File: config.mk
export PLATFORM = sky130hd
export DESIGN_NAME = scheduler
export DESIGN_NICKNAME = d
export VERILOG_FILES = /design/src/rtl/scheduler.sv
export SDC_FILE = /design/constraint.sdc
export NUM_CORES = 1
export LEC_CHECK = 0
export CORE_AREA = 2 2 39 41
export CTS_CLUSTER_SIZE = 10
export DETAILED_ROUTE_END_ITERATION = 8
export DIE_AREA = 0 0 41 43
export PLACE_DENSITY = 0.43
export SLEW_MARGIN = 15
export SYNTH_ARGS = -nofsm -noshare
export SYNTH_HDL_FRONTEND = slang
export SYNTH_SLANG_ARGS = --single-unit
File: constraint.sdc
create_clock -name clk -period 1.03 [get_ports clk]
set_clock_uncertainty 0.05 [all_clocks]
set_input_delay 0.206 -clock clk [delete_from_list [all_inputs] [get_ports clk]]
set_output_delay 0.206 -clock clk [all_outputs]
set_load 0.005 [all_outputs]
File: src/rtl/scheduler.sv
// Round-robin thread scheduler: each clock, grants the next active thread after the
// last one granted (wrapping) and presents its ID and a valid flag as registered outputs.
module scheduler #(
  parameter int NUM_THREADS     = 4,
  parameter int THREAD_ID_WIDTH = 3
) (
  input  logic                       clk,
  input  logic                       reset,
  input  logic [NUM_THREADS-1:0]     active_threads,
  output logic [THREAD_ID_WIDTH-1:0] scheduled_thread,
  output logic                       scheduled_valid
);

  localparam int PTR_W = (NUM_THREADS > 1) ? $clog2(NUM_THREADS) : 1;

  logic [PTR_W-1:0]           r_last_ptr;
  logic [THREAD_ID_WIDTH-1:0] r_thread;
  logic                       r_valid;

  logic [PTR_W:0]             w_sum;
  logic [PTR_W-1:0]           w_cand;
  logic                       w_found;
  logic [PTR_W-1:0]           w_winner;
  logic [THREAD_ID_WIDTH-1:0] w_winner_ext;

  // Search runs from the farthest offset down to the nearest, so the nearest hit wins;
  // the compare-and-subtract wrap keeps IDs in range for non-power-of-two counts.
  always_comb begin
    w_sum    = '0;
    w_cand   = '0;
    w_found  = 1'b0;
    w_winner = '0;
    for (int i = NUM_THREADS; i >= 1; i--) begin
      w_sum  = {1'b0, r_last_ptr} + (PTR_W+1)'(i);
      w_sum  = (w_sum >= (PTR_W+1)'(NUM_THREADS)) ? (w_sum - (PTR_W+1)'(NUM_THREADS)) : w_sum;
      w_cand = w_sum[PTR_W-1:0];
      w_winner = active_threads[w_cand] ? w_cand : w_winner;
      w_found  = active_threads[w_cand] | w_found;
    end
  end

  // Zero-extend the winner to the output ID width.
  always_comb begin
    w_winner_ext = '0;
    w_winner_ext[PTR_W-1:0] = w_winner;
  end

  // Grant register and last-granted pointer; an empty mask holds the ID and drops valid.
  always_ff @(posedge clk) begin
    if (reset) begin
      r_last_ptr <= PTR_W'(NUM_THREADS - 1);
      r_thread   <= '0;
      r_valid    <= 1'b0;
    end else if (w_found) begin
      r_last_ptr <= w_winner;
      r_thread   <= w_winner_ext;
      r_valid    <= 1'b1;
    end else begin
      r_last_ptr <= r_last_ptr;
      r_thread   <= r_thread;
      r_valid    <= 1'b0;
    end
  end

  assign scheduled_thread = r_thread;
  assign scheduled_valid  = r_valid;

endmodule

### Word-level counts from Yosys, hierarchy flattened

Cells that the tools add are included.
Widths: inputs -> output; s select.

* register bits: 5
* bits of input ports: 6
* output and inout bits: 4

* add/subtract/negate cells: 8
* magnitude comparators: 8
* multiplexer cells: 17
* bitwise gates (word level): 3

Operator list (number)
* $mux 2: 8
* $ge 3x3->1 const B: 4
* $lt 2x3->1 const B: 4
* $bmux 1 s2: 4
* $sub 2x1->2 const B: 4
* $add 2x2->3 const B: 2
* $mux 1: 5
* $add 2x1->3 const B: 1
* $add 2x3->3 const B: 1
* $or 1x1->1: 3

### Depth between registers and ports, before layout

* depth in word-level cells: 9
* mapped depth: 4
* gate-level depth less buffers: 4

### Worst setup path after synthesis

No wires, ideal clock.

* kind: register to register
* from: reg r_last_ptr[0]
* to: reg r_last_ptr[0]
* setup time: 0.120 ns
* arrival time: 0.824 ns
* required time: 0.860 ns
* slack: 0.037 ns
* cell stages (with the launch flop): 4
* clock period less this slack: 0.993 ns
* cells stage by stage: dfxtp_1 -> or3_1 -> a21oi_1 -> nand2_1

* word-level cells in the longest chain between the ends: 9
* elaborated cells on any way between the ends: 31

RTL lines
* from (decl): RTL line 16 `logic [PTR_W-1:0] r_last_ptr;`
* from (signal assigned): RTL line 51 `r_last_ptr <= PTR_W'(NUM_THREADS - 1);`
* from (signal assigned): RTL line 55 `r_last_ptr <= w_winner;`
* from (signal assigned): RTL line 59 `r_last_ptr <= r_last_ptr;`
* $add 2x3->3: RTL line 34 `w_sum = {1'b0, r_last_ptr} + (PTR_W+1)'(i);`
* $ge 3x3->1 or $sub 2x1->2 (tied branches): RTL line 35 `w_sum = (w_sum >= (PTR_W+1)'(NUM_THREADS)) ? (w_sum - (PTR_W+1)'(NUM_THREADS)) : w_sum;`
* $mux 2: RTL line 35
* $bmux 1 s2: RTL line 37, 38
* $mux 1 (implied by the code): RTL line 37, 38
* $mux 2 (4 in series): RTL line 37 `w_winner = active_threads[w_cand] ? w_cand : w_winner;`

Several ways; a longest one is shown, not always the timed one. The select of a mux whose other input is x is not followed.
A chain may end at the register's enable or synchronous reset.

### Worst setup path after layout

Same ends and word-level chain as after synthesis.

==> results.toml <==
[sta]
finalSetupViolations = 0
rsz0062_at_grt = "true"
hold_ws_ps = 334.0
finalHoldViolations = 0
post-route-period-util_pct = 99.70
post-route-min-period_ps = 1027
drv_slew = 0
setup_tns_ps = 0
clock.fmax_ghz = 0.9738

[clock_tree]
cts_tree = "done"
clkLatencyLatePin_ps = 250
cts_setup_buffers = 0
clockRootBuffer = "clkbuf_4"
cts.htree.levels = 1
clkTransAtPathRegs_ps = 50
cts_buffer_depth = 2
cts.sinks = 5
hold_buffers = 0
cts_buffers = 3

[run]
drv_cap = 0

[route]
dr.first_iter.drc_count = 4
wl_per_cell_um = 10.47
via_per_inst = 4.271
vias = 252
ant_nets = 0
drtPass1Iterations = 2
drt-total-wl_um = 618
drc = 0

[final_layout]
instances_no_fill = 59
diodes = 0
stdcell_area_sq_um = 381.6
syn_to_final_growth_pct = 65.76
layout_commonest_cell = "buf_4"
drive_above_1_share_pct = 39.53
layout.nets = 50

[global_route]
grt_max_degree = 7
grt_use_total_pct = 9.246
grt_pass1_wl_mm = 1.021
grt_pass1_vias = 248
overflow = 0
antenna_found_initial = 0

[floorplan]
pin_count = 10
chipHeight_um = 43
die-area_sq_um = 1763
start_util_pct = 16.64
rows = 14
die_x_um = 41
coreArea_sq_um = 1384

[synth]
ys_seq_area_share_pct = 43.48
synthesis.area_sq_um = 230.2
synth_cells = 28
synth_cell_type_count = 16
syn-num-nets = 34
ys_ff_latch = 5
synth_area_per_cell_sq_um = 8.222
yosys_warnings = 0

[placement]
io_buffers = 8
gp_congestion = 0.6759
dp_hpwl_um = 449.1
placed_area_sq_um = 352.8
dp_cells = 55

[pwr]
p_total_uw = 572.2
vdd_drop_max_mv = 0.5905
powerDensity_nw_per_um2 = 1499
leakagePower_nw = 0.1590

[critical_path]
path_cells = "or3_4 -> a21oi_2 -> nand2_1"
cpPeakStageDelay_ps = 360
cp_top_family = "simple AND/OR/NAND/NOR gates"
critical_path.startpoint_type = "register"
cp-end-kind = "register"
cp.required_ps = 1120
crit_buf_inv = 0
arrival_ps = 1120
crit_slowest_cell = "or3_4"
crit_fanout = 3
crit_type = "register to register"

[min_path]
hold_class = "primary input to register"

[outcome]
status = "complete, no violations"
## cell type report
class / instances / area (sq um)
inverter: 1 / 3.754
sequential: 5 / 102.6
multi-input combinational: 21 / 137.6
clock buffer: 4 / 26.28
fill: 158 / 1002
timing repair buffer: 12 / 91.34
tap: 16 / 20.02
## synthesized netlist by cell type, drive strengths merged
master  count  area share, %
dfxtp       5             43
a21oi       4            8.7
nand2       3            4.9
nand2b      3            8.2
nor2        2            3.3
o21ai       2            4.3
buf         1            3.3
conb        1            1.6
inv         1            1.6
nand3       1            2.2
nor4        1            5.4
o211ai      1            3.3
o221ai      1            3.8
o31ai       1            3.3
or3         1            2.7
## worst paths after layout
| check | endpoint | startpoint | slack, ps | cells after the start |
|---|---|---|---|---|
| worst max-delay path | r_last_ptr[0] | r_last_ptr[0] | 3 | 3 |
| worst min-delay path | scheduled_valid | active_threads[2] | 330 | 3 |
| worst max register to register | r_last_ptr[0] | r_last_ptr[0] | 3 | 3 |
| worst min register to register | scheduled_thread[1] | scheduled_thread[1] | 400 | 2 |
## routing by layer
layer	wire length (um)	vias to the layer above	global-route usage, %
met1	289	117	11.61
met2	286	5	10.94
met3	19	3	1.571
met4	23	0	12.00
met5	0	-	0
li1	-	127	-
## stage by stage
step | worst slack (ps) | utilization, %
detailed placement | -485.2 | 25.50
global placement | -425.5 | 25.50
CTS | 2.899 | 27.49
finish | 3.075 | 27.58
floorplan | 36.72 | -
global route | -28.06 | 27.58
## worst reg2reg max path, stage by stage, from the launching register on
cell and delay (ps):
dfxtp_2 310, or3_4 360, a21oi_2 140, nand2_1 50
## flip-flops by register name (all words and copies together) (netlist names)
name,count
scheduled_valid,1
r_last_ptr,2
scheduled_thread,2
## kinds of logic after synthesis
family                 share of synthesized area, %
other                                         1.629
flip-flops                                    43.48
AO/OA/AOI/OAI                                 23.37
AND/OR/NAND/NOR                               26.63
buffers and inverters                         4.891
## report_power, final
group,total [mW],switching (mW),internal [mW]
Combinational,0.106,0.0497,0.0564
Sequential,0.226,0.0121,0.214
Clock,0.240,0.0925,0.147
Total,0.572,0.154,0.418
## what timing repair did
item	CTS	global route
pin swaps	3	4
setup endpoints to repair	8	6
resized for setup	14	8
No activity file was read; power rests on OpenSTA's default activity.
